[src/rtl/imm_encoder.sv]
// imm_encoder: two-stage pipelined immediate encoder.
// Stage 1 range-checks the immediate against the selected format.
// Stage 2 scatters the immediate into the instruction word, or passes the base
// through untouched on error. Delivered results are tallied in two saturating
// counters.
module imm_encoder (
    input  logic        clk,
    input  logic        rst_n,
    input  logic        in_valid,
    output logic        in_ready,
    input  logic [2:0]  in_sel,
    input  logic [31:0] in_imm,
    input  logic [31:0] in_base,
    output logic        out_valid,
    input  logic        out_ready,
    output logic [31:0] out_inst,
    output logic        out_err,
    input  logic        cnt_clr,
    output logic [15:0] enc_count,
    output logic [15:0] err_count
);

    // Format selects, same encoding as the decode stage.
    typedef enum logic [2:0] {
        FMT_I  = 3'b000,
        FMT_S  = 3'b001,
        FMT_SB = 3'b010,
        FMT_UJ = 3'b011,
        FMT_U  = 3'b100
    } fmt_e;

    localparam logic [15:0] CNT_MAX = 16'hFFFF;

    // Stage 1 registers.
    logic        s1_valid_q, s1_valid_d;
    logic [2:0]  s1_sel_q,   s1_sel_d;
    logic [31:0] s1_imm_q,   s1_imm_d;
    logic [31:0] s1_base_q,  s1_base_d;
    logic        s1_err_q,   s1_err_d;

    // Stage 2 (output) registers.
    logic        out_valid_q, out_valid_d;
    logic [31:0] out_inst_q,  out_inst_d;
    logic        out_err_q,   out_err_d;

    // Counters.
    logic [15:0] enc_count_q, enc_count_d;
    logic [15:0] err_count_q, err_count_d;

    logic        s2_ready;
    logic        in_fire;
    logic        out_fire;
    logic        range_err;
    logic [31:0] merged_inst;

    // Handshake terms; each stage opens when the stage after it can take a beat.
    always_comb begin
        s2_ready = !out_valid_q || out_ready;
        in_ready = !s1_valid_q || s2_ready;
        in_fire  = in_valid && in_ready;
        out_fire = out_valid_q && out_ready;
    end

    // Range check: the immediate must fit the format's signed field and alignment.
    always_comb begin
        range_err = 1'b1;
        case (in_sel)
            FMT_I, FMT_S: range_err = !((&in_imm[31:11]) || !(|in_imm[31:11]));
            FMT_SB:       range_err = in_imm[0] || !((&in_imm[31:12]) || !(|in_imm[31:12]));
            FMT_UJ:       range_err = in_imm[0] || !((&in_imm[31:20]) || !(|in_imm[31:20]));
            FMT_U:        range_err = |in_imm[11:0];
            default:      range_err = 1'b1;
        endcase
    end

    // Stage 1 next state: load on acceptance, drain when stage 2 takes the beat.
    always_comb begin
        s1_valid_d = s1_valid_q;
        s1_sel_d   = s1_sel_q;
        s1_imm_d   = s1_imm_q;
        s1_base_d  = s1_base_q;
        s1_err_d   = s1_err_q;
        if (in_ready) begin
            s1_valid_d = in_valid;
        end
        if (in_fire) begin
            s1_sel_d  = in_sel;
            s1_imm_d  = in_imm;
            s1_base_d = in_base;
            s1_err_d  = range_err;
        end
    end

    // Merge: overwrite only the immediate fields of the base word.
    always_comb begin
        merged_inst = s1_base_q;
        if (!s1_err_q) begin
            case (s1_sel_q)
                FMT_I: begin
                    merged_inst[31:20] = s1_imm_q[11:0];
                end
                FMT_S: begin
                    merged_inst[31:25] = s1_imm_q[11:5];
                    merged_inst[11:7]  = s1_imm_q[4:0];
                end
                FMT_SB: begin
                    merged_inst[31]    = s1_imm_q[12];
                    merged_inst[30:25] = s1_imm_q[10:5];
                    merged_inst[11:8]  = s1_imm_q[4:1];
                    merged_inst[7]     = s1_imm_q[11];
                end
                FMT_UJ: begin
                    merged_inst[31]    = s1_imm_q[20];
                    merged_inst[30:21] = s1_imm_q[10:1];
                    merged_inst[20]    = s1_imm_q[11];
                    merged_inst[19:12] = s1_imm_q[19:12];
                end
                FMT_U: begin
                    merged_inst[31:12] = s1_imm_q[31:12];
                end
                default: begin
                    merged_inst = s1_base_q;
                end
            endcase
        end
    end

    // Stage 2 next state: hold the result while the consumer stalls.
    always_comb begin
        out_valid_d = out_valid_q;
        out_inst_d  = out_inst_q;
        out_err_d   = out_err_q;
        if (s2_ready) begin
            out_valid_d = s1_valid_q;
            if (s1_valid_q) begin
                out_inst_d = merged_inst;
                out_err_d  = s1_err_q;
            end
        end
    end

    // Counter next state: clear wins over a coincident delivery; both saturate.
    always_comb begin
        enc_count_d = enc_count_q;
        err_count_d = err_count_q;
        if (cnt_clr) begin
            enc_count_d = 16'h0000;
            err_count_d = 16'h0000;
        end else if (out_fire) begin
            if (out_err_q) begin
                if (err_count_q != CNT_MAX) begin
                    err_count_d = err_count_q + 16'd1;
                end
            end else begin
                if (enc_count_q != CNT_MAX) begin
                    enc_count_d = enc_count_q + 16'd1;
                end
            end
        end
    end

    // All state registers with synchronous active-low reset.
    always_ff @(posedge clk) begin
        if (!rst_n) begin
            s1_valid_q  <= 1'b0;
            s1_sel_q    <= 3'b000;
            s1_imm_q    <= 32'h0;
            s1_base_q   <= 32'h0;
            s1_err_q    <= 1'b0;
            out_valid_q <= 1'b0;
            out_inst_q  <= 32'h0;
            out_err_q   <= 1'b0;
            enc_count_q <= 16'h0;
            err_count_q <= 16'h0;
        end else begin
            s1_valid_q  <= s1_valid_d;
            s1_sel_q    <= s1_sel_d;
            s1_imm_q    <= s1_imm_d;
            s1_base_q   <= s1_base_d;
            s1_err_q    <= s1_err_d;
            out_valid_q <= out_valid_d;
            out_inst_q  <= out_inst_d;
            out_err_q   <= out_err_d;
            enc_count_q <= enc_count_d;
            err_count_q <= err_count_d;
        end
    end

    // Registered outputs.
    always_comb begin
        out_valid = out_valid_q;
        out_inst  = out_inst_q;
        out_err   = out_err_q;
        enc_count = enc_count_q;
        err_count = err_count_q;
    end

endmodule

[config.mk]
export PLATFORM = sky130hd
export DESIGN_NAME = imm_encoder
export DESIGN_NICKNAME = d
export VERILOG_FILES = /design/src/rtl/imm_encoder.sv
export SDC_FILE = /design/constraint.sdc
export NUM_CORES = 1
export LEC_CHECK = 0
export ABC_AREA = 1
export BUFFER_PORTS_ARGS = -buffer_cell sky130_fd_sc_hd__buf_2
export CORE_MARGIN = 4
export CORE_UTILIZATION = 58
export DETAILED_ROUTE_END_ITERATION = 6
export PLACE_DENSITY = 0.85
export SETUP_SLACK_MARGIN = 0.02
export SLEW_MARGIN = 10
export SYNTH_ARGS = -nofsm -noshare
export SYNTH_HDL_FRONTEND = slang
export SYNTH_SLANG_ARGS = --single-unit
export TNS_END_PERCENT = 30
[constraint.sdc]
create_clock -name clk -period 2.4 [get_ports clk]
set_input_delay 0.24 -clock clk [delete_from_list [all_inputs] [get_ports clk]]
set_output_delay 0.24 -clock clk [all_outputs]
set_load 0.03 [all_outputs]
==> flow_summary.ini, run 1 <==
[worst_setup_path]
reg2reg_from = enc_count[0]$_SDFFE_PP0P_
r2r_slack_ps = 380
worst_r2r_endpoint = enc_count[13]$_SDFFE_PP0P_
critPathMaxFanout = 14
cp-start-kind = register
cp_data_arrival_time_ps = 2400
worst_path_largest_cell_delay_ps = 400
setup.worst_path.class = register to register
worst_path_most_repeated_cell = sky130_fd_sc_hd__nand2_1
cp_slowest_cell = sky130_fd_sc_hd__dfxtp_1
worstPathRequired_ps = 2780
endpoint_kind = register
depth_of_the_worst_register_to_register_path = 8
ordered_cell_list_for_the_critical_path = ha_1, nand2_2, nor2_4, nand4_1, nand2_1, inv_1, nand2_1, a21oi_2

[clocking]
cts.sink_count = 135
post_cts.repair.setup_buffers = 0
clk_root_buffer_cell = sky130_fd_sc_hd__clkbuf_8
numCtsBuffers = 17
cts.htree.levels = 4
max-clock-path-buffers = 2
clk_latency_ps = 520
clock_pin_slew_on_the_worst_setup_and_hold_paths_ps = 60
postCtsResizedCells = 0
tritoncts = yes

[cells_and_area]
final_cell_mix = sky130_fd_sc_hd__nor2_1 (178), sky130_fd_sc_hd__nand2_1 (141), sky130_fd_sc_hd__buf_2 (138)
post-route-util_pct = 75.6
area_used_by_multi_input_combinational_logic_um2 = 2960
num_antenna_cells = 0
flow.area_growth_from_synthesis_pct = 27.1
layout-drive-gt1-share_pct = 19.8
seq_area_um2 = 2700
fillerInstances = 785
finalInstanceArea_um2 = 7800
final_nets = 1104
mostFrequentLayoutCell = sky130_fd_sc_hd__nor2_1

[flow_run]
max_cap_viols = 0

[global_routing]
grt_use_met2_pct = 45.6
wire_length_of_the_first_global_routing_pass_um = 27700
busiest_layer = met2
pin_count_of_the_biggest_net_entering_global_routing = 101
groute.layer.met3.usage_pct = 6.60
grt_antenna_before_repair = 0
via_count_of_the_first_global_routing_pass = 6056
globalRouteTotalUtil_pct = 26.9
grt_overflow = 0
grt_use_met1_pct = 33.1

[die]
design.portCount = 139
placeableCoreArea_um2 = 10300
start_util_pct = 59.5
die_area_um2 = 12300
die_x_um = 111
die-height_um = 111
num_rows = 37

[pwr]
switchingPower_mw = 1.47
p_int_mw = 4.14
combPwrFrac_pct = 12.0
pwr-share-seq_pct = 43.5
ir_drop_uv = 644
pd_cells_nw_per_um2 = 719
switching_share_pct = 26.2
leakage_nw = 3.41
clock_power_share_pct = 44.5

[sta]
finalSetupViolCount = 0
setup_tns_ps = 0
final_hold_viol_count = 0
worstMarginPinSlew_ps = 812
rsz0062_at_grt = no
final_max_slew_viol_count = 0
timing.clock.skew_ps = 8.13
max-slew-margin-rel_pct = 45.9
post-route-period-util_pct = 84.4
finalWorstPathRequiredPeriod_ps = 2020
highest_clock_rate_mhz = 494

[routing]
drtIter0Drc = 570
route.detailed.wl_per_inst_um = 14.0
drc = 0
vias = 6341
post_drt_via_cell_ratio = 5.38
final_antenna_net_count = 0
drt_pass1_iterations = 5
postRouteWirelength_um = 16500

[min_path]
worst_hold_path.num_cells = 3
worst_hold_path_type = input pin to register
hp-start = in_base[1]
hold_end = s1_base_q[1]$_SDFFE_PN0P_

[synth]
syn-num-nets = 945
yosys.cell_types.count = 36
warnings_synthesis = 0
postSynthAreaPerCell_um2 = 7.05
synth.cell_area_um2 = 6140
synth-seq-cells = 135
yosysSeqAreaShare_pct = 44.0
gate_count_after_technology_mapping = 871

[placed_design]
placement.io_buffers = 138
dpl-instance-area_um2 = 6880
dpl.hpwl_um = 10900
gp_routability_congestion = 0.897

[run_status]
run_status = completed
## metrics by stage
| step | hold WS (ps) | std cells | total power, mW | setup slack, ps |
|---|---|---|---|---|
| 5_1_grt | 17.1 | 1179 | 5.83 | 158 |
| 6_report | 9.89 | 1179 | 5.61 | 375 |
| 3_5_place_dp | 449 | 1112 | 3.10 | 404 |
| 3_3_place_gp | 442 | 1112 | 3.09 | 533 |
| 2_1_floorplan | 368 | 871 | 2.89 | 659 |
| 4_1_cts | 1.05 | 1179 | 5.62 | 381 |
## worst max-delay path: cells and delay by family, from the launching register on
| kind | cells | cell delay, ps |
|---|---|---|
| simple gates | 5 | 820 |
| flops | 1 | 400 |
| buf+inv | 1 | 320 |
| fa+ha+maj | 1 | 270 |
| compound gates | 1 | 60 |
## per-layer routing
| layer | vias up | wire length [um] |
|---|---|---|
| met5 | - | 0 |
| met4 | 0 | 356 |
| met3 | 35 | 1180 |
| met2 | 275 | 7970 |
| met1 | 2870 | 6990 |
| li1 | 3161 | - |
## Yosys cell counts (all sizes together)
cell | count | area (um2)
clkbuf | 26 | 97.6
nor2 | 183 | 709
inv | 70 | 265
o211ai | 14 | 105
nand2 | 153 | 612
buf | 15 | 110
o21ai | 99 | 495
xnor2 | 7 | 61.3
o31ai | 1 | 7.51
xor2 | 11 | 96.3
a22o | 2 | 17.5
o2111ai | 1 | 8.76
ha | 2 | 25.0
clkinv | 1 | 3.75
nand3 | 55 | 275
o22ai | 4 | 25.0
o2bb2ai | 4 | 35.0
a211oi | 1 | 7.51
nor3 | 20 | 105
nand4 | 7 | 43.8
dfxtp | 135 | 2700
mux2i | 1 | 10.0
a21oi | 59 | 322
## cells by family (layout without fill, tap and decap cells)
kind of cell / after synthesis / count (layout) / share of synthesized area (%)
adders and majority gates: 2 / 2 / 0.407
AOI/OAI and AO/OA: 185 / 185 / 16.7
muxes: 1 / 1 / 0.163
xor gates and xnor gates: 18 / 18 / 2.57
and+or+nand+nor: 418 / 418 / 28.4
DFF: 135 / 135 / 44.0
buffers and inverters: 112 / 284 / 7.76
## power groups by stage
stage	registers [mW]	clock network, mW	logic, mW
2_1_floorplan	2.55	0	0.342
3_3_place_gp	2.48	0	0.608
3_5_place_dp	2.48	0	0.615
4_1_cts	2.44	2.52	0.665
5_1_grt	2.45	2.64	0.747
6_report	2.44	2.50	0.674
## timing repair
| action | CTS | global route |
|---|---|---|
| endpoints found under the hold margin | 35 | 0 |
| endpoints found under the setup margin | 0 | 0 |
| hold buffers | 35 | 0 |
## worst max-delay path by stage
stage / end / start / slack (ps) / cells past startpoint
2_1_floorplan: err_count[0]$_SDFFE_PP0P_ / err_count[0]$_SDFFE_PP0P_ / 660 / 8
6_report: enc_count[13]$_SDFFE_PP0P_ / enc_count[0]$_SDFFE_PP0P_ / 380 / 8
3_5_place_dp: enc_count[13]$_SDFFE_PP0P_ / enc_count[0]$_SDFFE_PP0P_ / 400 / 8
3_3_place_gp: enc_count[10]$_SDFFE_PP0P_ / enc_count[0]$_SDFFE_PP0P_ / 530 / 8
4_1_cts: enc_count[13]$_SDFFE_PP0P_ / enc_count[0]$_SDFFE_PP0P_ / 380 / 8
5_1_grt: enc_count[13]$_SDFFE_PP0P_ / enc_count[0]$_SDFFE_PP0P_ / 160 / 8
## area by class of cell
cell class | count | area share (%)
Inverter | 71 | 3.45
Tap cell | 136 | 2.18
Multi-Input combinational cell | 624 | 38.0
Clock inverter | 12 | 1.62
Timing Repair Buffer | 181 | 14.4
Clock buffer | 20 | 5.71
Sequential cell | 135 | 34.6
## registers in the layout, summed over array words and instances (netlist names)
name	cells
out_inst	32
s1_base_q	32
s1_imm_q	32
enc_count	16
err_count	16
s1_sel_q	3
out_err	1
out_valid	1
s1_err_q	1
s1_valid_q	1
Power figures use the tool's default switching activity.
==> run 2: changes to the inputs <==
--- a/config.mk
+++ b/config.mk
@@ -8,9 +8,9 @@
 export ABC_AREA = 1
 export BUFFER_PORTS_ARGS = -buffer_cell sky130_fd_sc_hd__buf_2
 export CORE_MARGIN = 4
-export CORE_UTILIZATION = 58
+export CORE_UTILIZATION = 49
 export DETAILED_ROUTE_END_ITERATION = 6
-export PLACE_DENSITY = 0.85
+export PLACE_DENSITY = 0.76
 export SETUP_SLACK_MARGIN = 0.02
 export SLEW_MARGIN = 10
 export SYNTH_ARGS = -nofsm -noshare
==> constraint.sdc (replaced) <==
create_clock -name clk -period 1.8 [get_ports clk]
set_input_delay 0.18 -clock clk [delete_from_list [all_inputs] [get_ports clk]]
set_output_delay 0.18 -clock clk [all_outputs]
set_load 0.03 [all_outputs]
==> run 2 against run 1 <==
Against the previous run:
- design area decreased by 2.2%
- setup slack worse by 210 ps
- combinational power rose by 25%
- global-route usage is 4.2 points lower
- first-iteration DRC count fell by 19%
- count of clock-buffer cells in the layout down 2
- hold slack better by 5.4 ps
- sequential share of layout area increased by 0.78 points
- power increased by 32%
- clock skew is 1.9 ps higher
- clock power up 32%
==> flow_summary.ini, run 2 (same netlist as run 1, synthesis figures left out) <==
[sta]
setup_tns_ps = 0
timing.clock.skew_ps = 10.0
final_max_slew_viol_count = 0
finalWorstPathRequiredPeriod_ps = 1640
highest_clock_rate_mhz = 610
worstMarginPinSlew_ps = 809
post-route-period-util_pct = 91.0
finalSetupViolCount = 0
final_hold_viol_count = 0
rsz0062_at_grt = no
max-slew-margin-rel_pct = 46.1

[routing]
vias = 6134
postRouteWirelength_um = 16300
route.detailed.wl_per_inst_um = 13.7
drt_pass1_iterations = 5
final_antenna_net_count = 0
post_drt_via_cell_ratio = 5.15
drc = 0
drtIter0Drc = 462

[die]
num_rows = 40
design.portCount = 139
die-height_um = 120
die_area_um2 = 14400
start_util_pct = 50.5
placeableCoreArea_um2 = 12200
die_x_um = 120

[worst_setup_path]
ordered_cell_list_for_the_critical_path = ha_2, nand3_1, nor3_2, nand3_1, nand2_2, buf_4, xor2_1, nor2_1
r2r_slack_ps = 160
critPathMaxFanout = 7
cp_data_arrival_time_ps = 1910
worstPathBufferInverterCount = 1
worst_path_largest_cell_delay_ps = 380
worstPathRequired_ps = 2070
cp_slowest_cell = sky130_fd_sc_hd__dfxtp_1
cp-start-kind = register
timing.critical_path.max_delay_family = simple AND/OR/NAND/NOR gates
endpoint_kind = register
setup.worst_path.class = register to register
worst_path_most_repeated_cell = sky130_fd_sc_hd__nand3_1

[pwr]
leakage_nw = 3.32
combPwrFrac_pct = 11.4
switchingPower_mw = 2.02
pd_cells_nw_per_um2 = 969
ir_drop_uv = 586
pwr-share-seq_pct = 44.0
p_int_mw = 5.38
clock_power_share_pct = 44.7
switching_share_pct = 27.3

[global_routing]
wire_length_of_the_first_global_routing_pass_um = 26400
globalRouteTotalUtil_pct = 22.7
grt_overflow = 0
via_count_of_the_first_global_routing_pass = 5514
grt_antenna_before_repair = 1
pin_count_of_the_biggest_net_entering_global_routing = 101

[placed_design]
gp_routability_congestion = 0.919
dpl-instance-area_um2 = 7030
dpl.hpwl_um = 11700
placement.io_buffers = 138

[cells_and_area]
final_nets = 1085
flow.area_growth_from_synthesis_pct = 24.3
num_antenna_cells = 0
mostFrequentLayoutCell = sky130_fd_sc_hd__nor2_1
layout-drive-gt1-share_pct = 22.2
final_cell_mix = sky130_fd_sc_hd__nor2_1 (178), sky130_fd_sc_hd__nand2_1 (140), sky130_fd_sc_hd__buf_2 (138)
finalInstanceArea_um2 = 7630

[clocking]
clk_latency_ps = 420
max-clock-path-buffers = 2
numCtsBuffers = 17
clk_root_buffer_cell = sky130_fd_sc_hd__clkbuf_16
cts.sink_count = 135
tritoncts = yes
clock_pin_slew_on_the_worst_setup_and_hold_paths_ps = 60
cts.htree.levels = 4

[run_status]
run_status = completed

[flow_run]
max_cap_viols = 0

[min_path]
worst_hold_path_type = input pin to register
## run 2: cell count changes in the layout (fill, tap and decap cells not counted), sizes merged
cell         delta
inv             +4
dlygate4sd3    -34
clkbuf          -2
bufinv          -1
buf            +14
## run 2: metrics by stage
stage	util [%]	power [mW]	worst slack [ps]	std cells	hold slack, ps
finish	62.8	7.40	161	1192	15.3
global placement	57.8	4.14	218	1158	438
floorplan	-	3.85	59.1	871	308
CTS	62.5	7.44	99.2	1191	1.85
detailed placement	57.8	4.15	158	1158	438
global route	62.8	7.71	19.9	1192	14.0
## run 2: power groups by stage
stage | clock network (mW) | registers [mW] | logic [mW]
global placement | 0 | 3.31 | 0.826
finish | 3.30 | 3.25 | 0.841
CTS | 3.35 | 3.25 | 0.843
global route | 3.50 | 3.27 | 0.940
detailed placement | 0 | 3.31 | 0.834
floorplan | 0 | 3.39 | 0.457
## run 2: final timing paths
check / from / endpoint / depth (start not counted)
setup / recovery: err_count[1]$_SDFFE_PP0P_ / err_count[0]$_SDFFE_PP0P_ / 8
hold / removal: in_base[16] / s1_base_q[16]$_SDFFE_PN0P_ / 3
setup reg to reg: err_count[1]$_SDFFE_PP0P_ / err_count[0]$_SDFFE_PP0P_ / 8
hold reg to reg: s1_imm_q[10]$_SDFFE_PN0P_ / s1_imm_q[10]$_SDFFE_PN0P_ / 2
## run 2: area by class of cell
type | count | area, um2
clock buffer | 18 | 429
clock inverter | 14 | 139
fill | 1187 | 4530
inverter | 71 | 273
multi-input combinational | 624 | 2980
sequential | 135 | 2700
tap | 168 | 210
timing repair buffer | 161 | 891
timing repair inverter | 1 | 7.51
## run 2: worst min-delay path, cell delays in order
cell	delay, ps
sky130_fd_sc_hd__buf_2	70
sky130_fd_sc_hd__o21ai_0	70
sky130_fd_sc_hd__nor2_1	80
## run 2: what timing repair did
action / in CTS / in global routing
hold buffers: 1 / 0
setup endpoints to repair: 0 / 16
buffers inserted: 0 / 0
resized for setup: 0 / 7
endpoints found under the hold margin: 1 / 0
## run 2: layer usage
layer  up-vias  GRT usage, %  part of all wire (%)
li1       3128             -                     -
met1      2796          28.5                    45
met2       183          37.0                    47
met3        25          6.83                   6.3
met4         2          7.66                   1.9
met5         -             0                 0.080
==> run 3: changes to the inputs <==
--- a/config.mk
+++ b/config.mk
@@ -10,7 +10,7 @@
 export CORE_MARGIN = 4
 export CORE_UTILIZATION = 49
 export DETAILED_ROUTE_END_ITERATION = 6
-export PLACE_DENSITY = 0.76
+export PLACE_DENSITY_LB_ADDON = 0.3
 export SETUP_SLACK_MARGIN = 0.02
 export SLEW_MARGIN = 10
 export SYNTH_ARGS = -nofsm -noshare
==> run 3 against run 2 <==
Against the previous run:
- utilization grew 1.0 points
- power grew 6.4%
- first-iteration DRC count grew 14%
- sequential cell count is the same
- sequential power is essentially flat
- final cell count grew 0.17%
- die area is the same
- design area grew 1.6%
- combinational power is essentially flat
- largest power group unchanged
- highest routed layer is now met4
==> flow_summary.ini, run 3 (same netlist as run 1, synthesis figures left out) <==
[pwr]
pd_cells_nw_per_um2 = 1010
ir_drop_uv = 686
leakage_nw = 3.40
total_power_mw = 7.87

[placed_design]
dpl-instance-area_um2 = 7050
dpl.hpwl_um = 11500
placed_cells_incl_taps = 1158
gp_routability_congestion = 0.965
placement.io_buffers = 138

[sta]
highest_clock_rate_mhz = 584
post-route-period-util_pct = 95.1
rsz0062_at_grt = yes
hold-worst-slack_ps = 10.9
final_max_slew_viol_count = 0
final_hold_viol_count = 0
max-slew-margin-rel_pct = 45.5
finalSetupViolCount = 0
timing.clock.skew_ps = 10.0
finalWorstPathRequiredPeriod_ps = 1710
worstMarginPinSlew_ps = 817

[flow_run]
max_cap_viols = 0

[clocking]
numCtsBuffers = 17
clock_pin_slew_on_the_worst_setup_and_hold_paths_ps = 60
clk_latency_ps = 420
max-clock-path-buffers = 2
clk_root_buffer_cell = sky130_fd_sc_hd__clkbuf_16
tritoncts = yes
cts.htree.levels = 4
cts.sink_count = 135

[routing]
drtIter0Drc = 526
vias = 6033
route.detailed.wl_per_inst_um = 13.4
drt_pass1_iterations = 7
final_antenna_net_count = 0
post_drt_via_cell_ratio = 5.05
postRouteWirelength_um = 16000
drc = 0

[cells_and_area]
final_nets = 1088
instances_no_fill = 1194
flow.area_growth_from_synthesis_pct = 26.3
final_cell_mix = sky130_fd_sc_hd__nor2_1 (178), sky130_fd_sc_hd__nand2_1 (140), sky130_fd_sc_hd__buf_2 (138)
finalInstanceArea_um2 = 7760
mostFrequentLayoutCell = sky130_fd_sc_hd__nor2_1
num_antenna_cells = 0
post-route-util_pct = 63.8
layout-drive-gt1-share_pct = 22.5

[worst_setup_path]
reg2reg_from = enc_count[1]$_SDFFE_PP0P_
timing.critical_path.from = enc_count[1]$_SDFFE_PP0P_
worst_r2r_endpoint = enc_count[9]$_SDFFE_PP0P_
critPathMaxFanout = 8
cp-endpoint = enc_count[9]$_SDFFE_PP0P_
cp-start-kind = register
setup.worst_path.class = register to register
depth_of_the_worst_register_to_register_path = 9
r2r_slack_ps = 90
cp_data_arrival_time_ps = 1980
worstPathRequired_ps = 2070
endpoint_kind = register

[die]
die-height_um = 120
placeableCoreArea_um2 = 12200
die_x_um = 120
die_area_um2 = 14400
start_util_pct = 50.5
num_rows = 40
design.portCount = 139

[min_path]
worst_hold_path_type = input pin to register

[run_status]
run_status = completed

[global_routing]
globalRouteTotalUtil_pct = 22.4
wire_length_of_the_first_global_routing_pass_um = 26200
pin_count_of_the_biggest_net_entering_global_routing = 101
via_count_of_the_first_global_routing_pass = 5678
grt_overflow = 0
grt_antenna_before_repair = 0
## run 3: cell types whose count changed in the layout (fill, tap and decap cells not counted), sizes merged
cell and change:
clkinv -1, buf +5, bufinv +4, clkbuf +1, inv -5, dlygate4sd3 -1, clkinvlp -1
## run 3: power breakdown
part	leakage [nW]	internal (mW)	switching, mW
clock network	0.305	2.48	1.30
registers	1.11	3.16	0.0918
logic	1.98	0.292	0.552
total	3.40	5.93	1.94
## run 3: area by class of cell
type / instances / area, um2
clock buffers: 19 / 443
clock inverters: 12 / 200
fillers: 1144 / 4400
inverters: 71 / 273
multi-input cells: 624 / 2980
flip-flops and latches: 135 / 2710
well taps: 168 / 210
repair buffers: 165 / 943
## run 3: worst min path at each step
stage | startpoint | end | slack [ps] | cells after the start
global route | in_base[21] | s1_base_q[21]$_SDFFE_PN0P_ | 30 | 3
finish | in_base[17] | s1_base_q[17]$_SDFFE_PN0P_ | 10 | 3
detailed placement | in_base[17] | s1_base_q[17]$_SDFFE_PN0P_ | 440 | 3
global placement | in_base[17] | s1_base_q[17]$_SDFFE_PN0P_ | 430 | 3
floorplan | in_imm[31] | s1_imm_q[31]$_SDFFE_PN0P_ | 310 | 2
CTS | in_base[17] | s1_base_q[17]$_SDFFE_PN0P_ | 3 | 3
## run 3: metal layers
layer / up-vias / track usage (%) / wire, um
met5: - / 0 / 0
met4: 0 / 9.02 / 365
met3: 32 / 5.28 / 858
met2: 162 / 37.7 / 7690
met1: 2705 / 27.7 / 7090
li1: 3134 / - / -
## run 3: repair_timing
action,in CTS,in global routing
setup endpoints to repair,13,29
pin swaps,0,2
gates resized for setup,2,6
setup buffers,2,3
hold buffers,0,0
## run 3: through the flow
stage	setup TNS, ps	setup slack, ps
after floorplan	0	59.1
after global placement	0	39.8
after detailed placement	-522	-57.1
after CTS	0	24.4
after global routing	-8.16	-8.16
final	0	88.0
## run 3: critical path: stages, from the launching register on
cell and delay [ps]:
sky130_fd_sc_hd__dfxtp_1 380, sky130_fd_sc_hd__ha_1 250, sky130_fd_sc_hd__nand2_2 100, sky130_fd_sc_hd__nor2_4 140, sky130_fd_sc_hd__nand4_1 150, sky130_fd_sc_hd__nand2_4 160, sky130_fd_sc_hd__clkinvlp_4 100, sky130_fd_sc_hd__buf_4 160
sky130_fd_sc_hd__nand2_1 80, sky130_fd_sc_hd__a21oi_2 50
